===== config.mk =====
export PLATFORM = sky130hd
export DESIGN_NAME = pipe_skid_reg
export DESIGN_NICKNAME = d
export VERILOG_FILES = /design/src/rtl/pipe_skid_reg.sv
export SDC_FILE = /design/constraint.sdc
export NUM_CORES = 1
export LEC_CHECK = 0
export CORE_ASPECT_RATIO = 0.6
export CORE_UTILIZATION = 24
export DETAILED_ROUTE_END_ITERATION = 10
export HOLD_SLACK_MARGIN = 0.02
export PLACE_DENSITY_LB_ADDON = 0.05
export SLEW_MARGIN = 20
export SYNTH_ARGS = -nofsm -noshare
export SYNTH_HDL_FRONTEND = slang
export SYNTH_SLANG_ARGS = --single-unit

===== constraint.sdc =====
create_clock -name clk -period 6.37 [get_ports clk]
set_clock_uncertainty 0.2 [all_clocks]
set_input_delay 0.637 -clock clk [delete_from_list [all_inputs] [get_ports clk]]
set_output_delay 0.637 -clock clk [all_outputs]
set_load 0.1 [all_outputs]

===== src/rtl/pipe_skid_reg.sv =====
// Generic inter-stage pipeline register with a valid/ready handshake, a
// two-entry skid buffer, flush, bubble insertion and a saturating stall counter.
module pipe_skid_reg #(
  parameter int                DATA_W    = 160,
  parameter logic [DATA_W-1:0] NOP_VALUE = '0,
  parameter int                CNT_W     = 16
) (
  input  logic              clk,
  input  logic              reset,
  input  logic              flush,
  input  logic              in_valid,
  output logic              in_ready,
  input  logic [DATA_W-1:0] in_data,
  output logic              out_valid,
  input  logic              out_ready,
  output logic [DATA_W-1:0] out_data,
  output logic [CNT_W-1:0]  stall_cycles
);

  logic              main_valid_q, main_valid_d;
  logic [DATA_W-1:0] main_data_q,  main_data_d;
  logic              skid_valid_q, skid_valid_d;
  logic [DATA_W-1:0] skid_data_q,  skid_data_d;
  logic [CNT_W-1:0]  stall_q,      stall_d;
  logic              in_fire, out_fire;

  function automatic logic [CNT_W-1:0] sat_inc(input logic [CNT_W-1:0] v);
    return (&v) ? v : v + 1'b1;
  endfunction

  assign in_ready     = ~skid_valid_q;
  assign out_valid    = main_valid_q;
  assign out_data     = main_data_q;
  assign stall_cycles = stall_q;

  assign in_fire  = in_valid & ~skid_valid_q;
  assign out_fire = main_valid_q & out_ready;

  always_comb begin
    main_valid_d = main_valid_q;
    main_data_d  = main_data_q;
    skid_valid_d = skid_valid_q;
    skid_data_d  = skid_data_q;
    stall_d      = stall_q;

    if (main_valid_q && !out_ready)
      stall_d = sat_inc(stall_q);

    // Main slot frees up this cycle: refill from skid first to keep FIFO order.
    if (!main_valid_q || out_fire) begin
      if (skid_valid_q) begin
        main_valid_d = 1'b1;
        main_data_d  = skid_data_q;
        skid_valid_d = 1'b0;
      end else if (in_fire) begin
        main_valid_d = 1'b1;
        main_data_d  = in_data;
      end else begin
        main_valid_d = 1'b0;
        main_data_d  = NOP_VALUE;
      end
    end else if (in_fire) begin
      skid_valid_d = 1'b1;
      skid_data_d  = in_data;
    end

    if (flush) begin
      main_valid_d = 1'b0;
      skid_valid_d = 1'b0;
      main_data_d  = NOP_VALUE;
    end
  end

  always_ff @(posedge clk) begin
    if (reset) begin
      main_valid_q <= 1'b0;
      main_data_q  <= NOP_VALUE;
      skid_valid_q <= 1'b0;
      stall_q      <= '0;
    end else begin
      main_valid_q <= main_valid_d;
      main_data_q  <= main_data_d;
      skid_valid_q <= skid_valid_d;
      stall_q      <= stall_d;
    end
  end

  // Skid payload is qualified by skid_valid_q, so it needs no reset.
  always_ff @(posedge clk) begin
    skid_data_q <= skid_data_d;
  end

endmodule


==> impl_metrics.env <==
export IMPL_run_status="finished clean"
export IMPL_grt_max_degree=163
export IMPL_timing_rr_start="skid_valid_q"
export IMPL_syn_num_nets=1170
export IMPL_synth_area_per_cell_sq_um=12.1
export IMPL_drc=0
export IMPL_clockPowerShare_pct=42.4
export IMPL_post_cts_setup_buffers=0
export IMPL_drtAntennaViolNets=0
export IMPL_grt_pass1_vias=9361
export IMPL_ys_ff_latch=338
export IMPL_area_growth_pct=42.9
export IMPL_synth_seq_area_share_pct=68.9
export IMPL_synthArstFlopShare_pct=0
export IMPL_end_kind="register"
export IMPL_min_period_ns=3.31
export IMPL_maxSlewViolCount=0
export IMPL_yosysMostFrequentCell="dfxtp_1"
export IMPL_ys_flop_type="dfxtp_1"
export IMPL_vias_per_cell=4.74
export IMPL_gp_congestion=0.700
export IMPL_clockRootBuffer="clkbuf_16"
export IMPL_p_total_mw=5.15
export IMPL_grt_usage_pct=15.1
export IMPL_yosysTopAreaCell="edfxtp_1"
export IMPL_core_area_sq_um=49700
export IMPL_drtPass1Iterations=7
export IMPL_syn_area_sq_um=12100
export IMPL_postSynthCellCount=1004
export IMPL_setup_violations=0
export IMPL_required_ns=6.31
export IMPL_ioPinCount=343
export IMPL_crit_path_start="in_valid"
export IMPL_reg2regPathDepth=3
export IMPL_fp_row_count=63
export IMPL_clk_path_buf_depth=3
export IMPL_wire_per_inst_um=20.1
export IMPL_grt_setup_unrepaired="no"
export IMPL_port_buffers=342
export IMPL_cts_sinks=338
export IMPL_worst_pin_slew_ns=1.07
export IMPL_swShare_pct=26.2
export IMPL_min_from="out_data[109]"
export IMPL_worstSetupPathType="input port to register"
export IMPL_yosys_warnings=0
export IMPL_cts_resized=0
export IMPL_grt_overflow_total=0
export IMPL_netlist_top_cells_count="dfxtp_1, nor2_1, nor3_1"
export IMPL_die_h_um=176
export IMPL_max_cap_violations=0
export IMPL_wl_um=39900
export IMPL_min_period_over_period_pct=52.0
export IMPL_crit_end="skid_data_q[119]"
export IMPL_drt_initial_drc_count=458
export IMPL_layout_drive_gt1_share_pct=5.94
export IMPL_crit_fanout=134
export IMPL_vias=9402
export IMPL_setup_slack_ns=3.06
export IMPL_synthDistinctLibCells=38
export IMPL_start_util_pct=24.4
export IMPL_min_path_cells=2
export IMPL_dp_hpwl_um=23000
export IMPL_hold_class="register to register"
export IMPL_cts_hold_buf=0
export IMPL_clk_latency_ns=0.53
export IMPL_cts_buffers_inserted=37
export IMPL_fin_nets=1466
export IMPL_synth_edff_count=160
export IMPL_reg2reg_setup_slack_ns=3.15
export IMPL_fmax_mhz=302
export IMPL_power_frac_seq_pct=45.5
export IMPL_irDropWorstVdd_mv=0.142
export IMPL_antenna_found_initial=2
export IMPL_max_slew_margin_rel_pct=28.4
export IMPL_chipWidth_um=292
export IMPL_r2r_end="skid_data_q[119]"
export IMPL_pwr_density_cell_nw_per_um2=297
export IMPL_clk_pin_slew_ns=0.06
export IMPL_tns_ns=0
export IMPL_fill_cells=4969
export IMPL_grt_first_pass_wirelength_um=60200
export IMPL_comb_power_share_pct=12.1
export IMPL_cts_max_level=2
export IMPL_place_ws_ns=2.52
export IMPL_cts_tree="built"
export IMPL_synth_area_top_cells="edfxtp_1, dfxtp_1, a221oi_1, nor3_1, nor2_1"
export IMPL_leakage_nw=5.96
export IMPL_synth_top_area_share_pct=39.6
export IMPL_p_int_mw=3.80
export IMPL_cp_arrival_ns=3.25
export IMPL_dieArea_sq_um=51500
export IMPL_final_hold_viol_count=0
export IMPL_switchingPower_mw=1.35
export IMPL_start_kind="input port"
-- cell families (layout without fill, tap and decap cells) --
group / Yosys count / in the layout / synth area share, %
buffers and inverters: 100 / 425 / 3.34
flip-flops: 338 / 338 / 68.9
multiplexers: 4 / 4 / 0.371
adder cells (fa/ha/maj): 1 / 1 / 0.103
AO/OA/AOI/OAI: 185 / 185 / 12.8
other: 0 / 4 / 0
AND/OR/NAND/NOR: 376 / 376 / 14.5
-- through the flow --
step / instances / util (%) / cell area [sq um] / hold WS, ns
after floorplan: 1004 / - / 12100 / 0.320
after global placement: 1911 / 32.5 / 16100 / 0.285
after detailed placement: 1911 / 32.5 / 16100 / 0.287
after CTS: 1979 / 34.9 / 17300 / 0.296
after global routing: 1979 / 34.9 / 17300 / 0.313
final: 1983 / 34.9 / 17300 / 0.292
-- how the worst min path moves through the flow --
stage / end
2_1_floorplan: out_data[134]
3_3_place_gp: out_data[125]
3_5_place_dp: out_data[27]
4_1_cts: out_data[27]
5_1_grt: out_data[133]
6_report: out_data[109]
-- area by class of cell --
| cell class | instances | area (sq um) | area share (%) |
|---|---|---|---|
| clock buffer | 55 | 1100 | 6.32 |
| clock inverter | 13 | 119 | 0.685 |
| antenna | 4 | 10.0 | 0.0577 |
| sequential | 338 | 8370 | 48.3 |
| inverter | 4 | 15.0 | 0.0866 |
| tap | 650 | 813 | 4.69 |
| timing repair buffer | 353 | 3530 | 20.4 |
| multi-input combinational | 566 | 3390 | 19.5 |
-- routing by layer --
layer  share of wire (%)  global-route usage (%)
met1                  48                    21.3
met4                 1.9                    3.56
met2                  44                    22.7
met5                   0                       0
met3                 6.4                    4.43
-- sequential cells by signal (all words and copies together) (netlist names) --
register      count
out_data        160
out_valid         1
skid_data_q     160
skid_valid_q      1
stall_cycles     16
-- power groups by stage --
stage / Clock (mW) / Combinational, mW / Sequential [mW]
after floorplan: 0 / 0.132 / 2.65
after global placement: 0 / 0.631 / 2.39
after detailed placement: 0 / 0.630 / 2.39
after CTS: 2.27 / 0.632 / 2.35
after global routing: 2.35 / 0.659 / 2.35
final: 2.18 / 0.623 / 2.35
-- worst max-delay path, cell delays in order --
cell and delay (ns):
clkdlybuf4s50_1 0.48, nor2b_4 0.73, and2_4 0.54, buf_12 0.52
-- cells in the final DEF (no fill, tap or decap), types with 9 or more instances in the layout --
cell type,netlist,layout
clkdlybuf4s50_1,0,342
nor2_1,166,166
a21oi_1,12,12
nor3_1,163,163
buf_4,2,9
clkbuf_16,0,39
dfxtp_1,178,177
edfxtp_1,160,160
a221oi_1,160,160
clkbuf_1,64,10
Power figures use the tool's default switching activity.
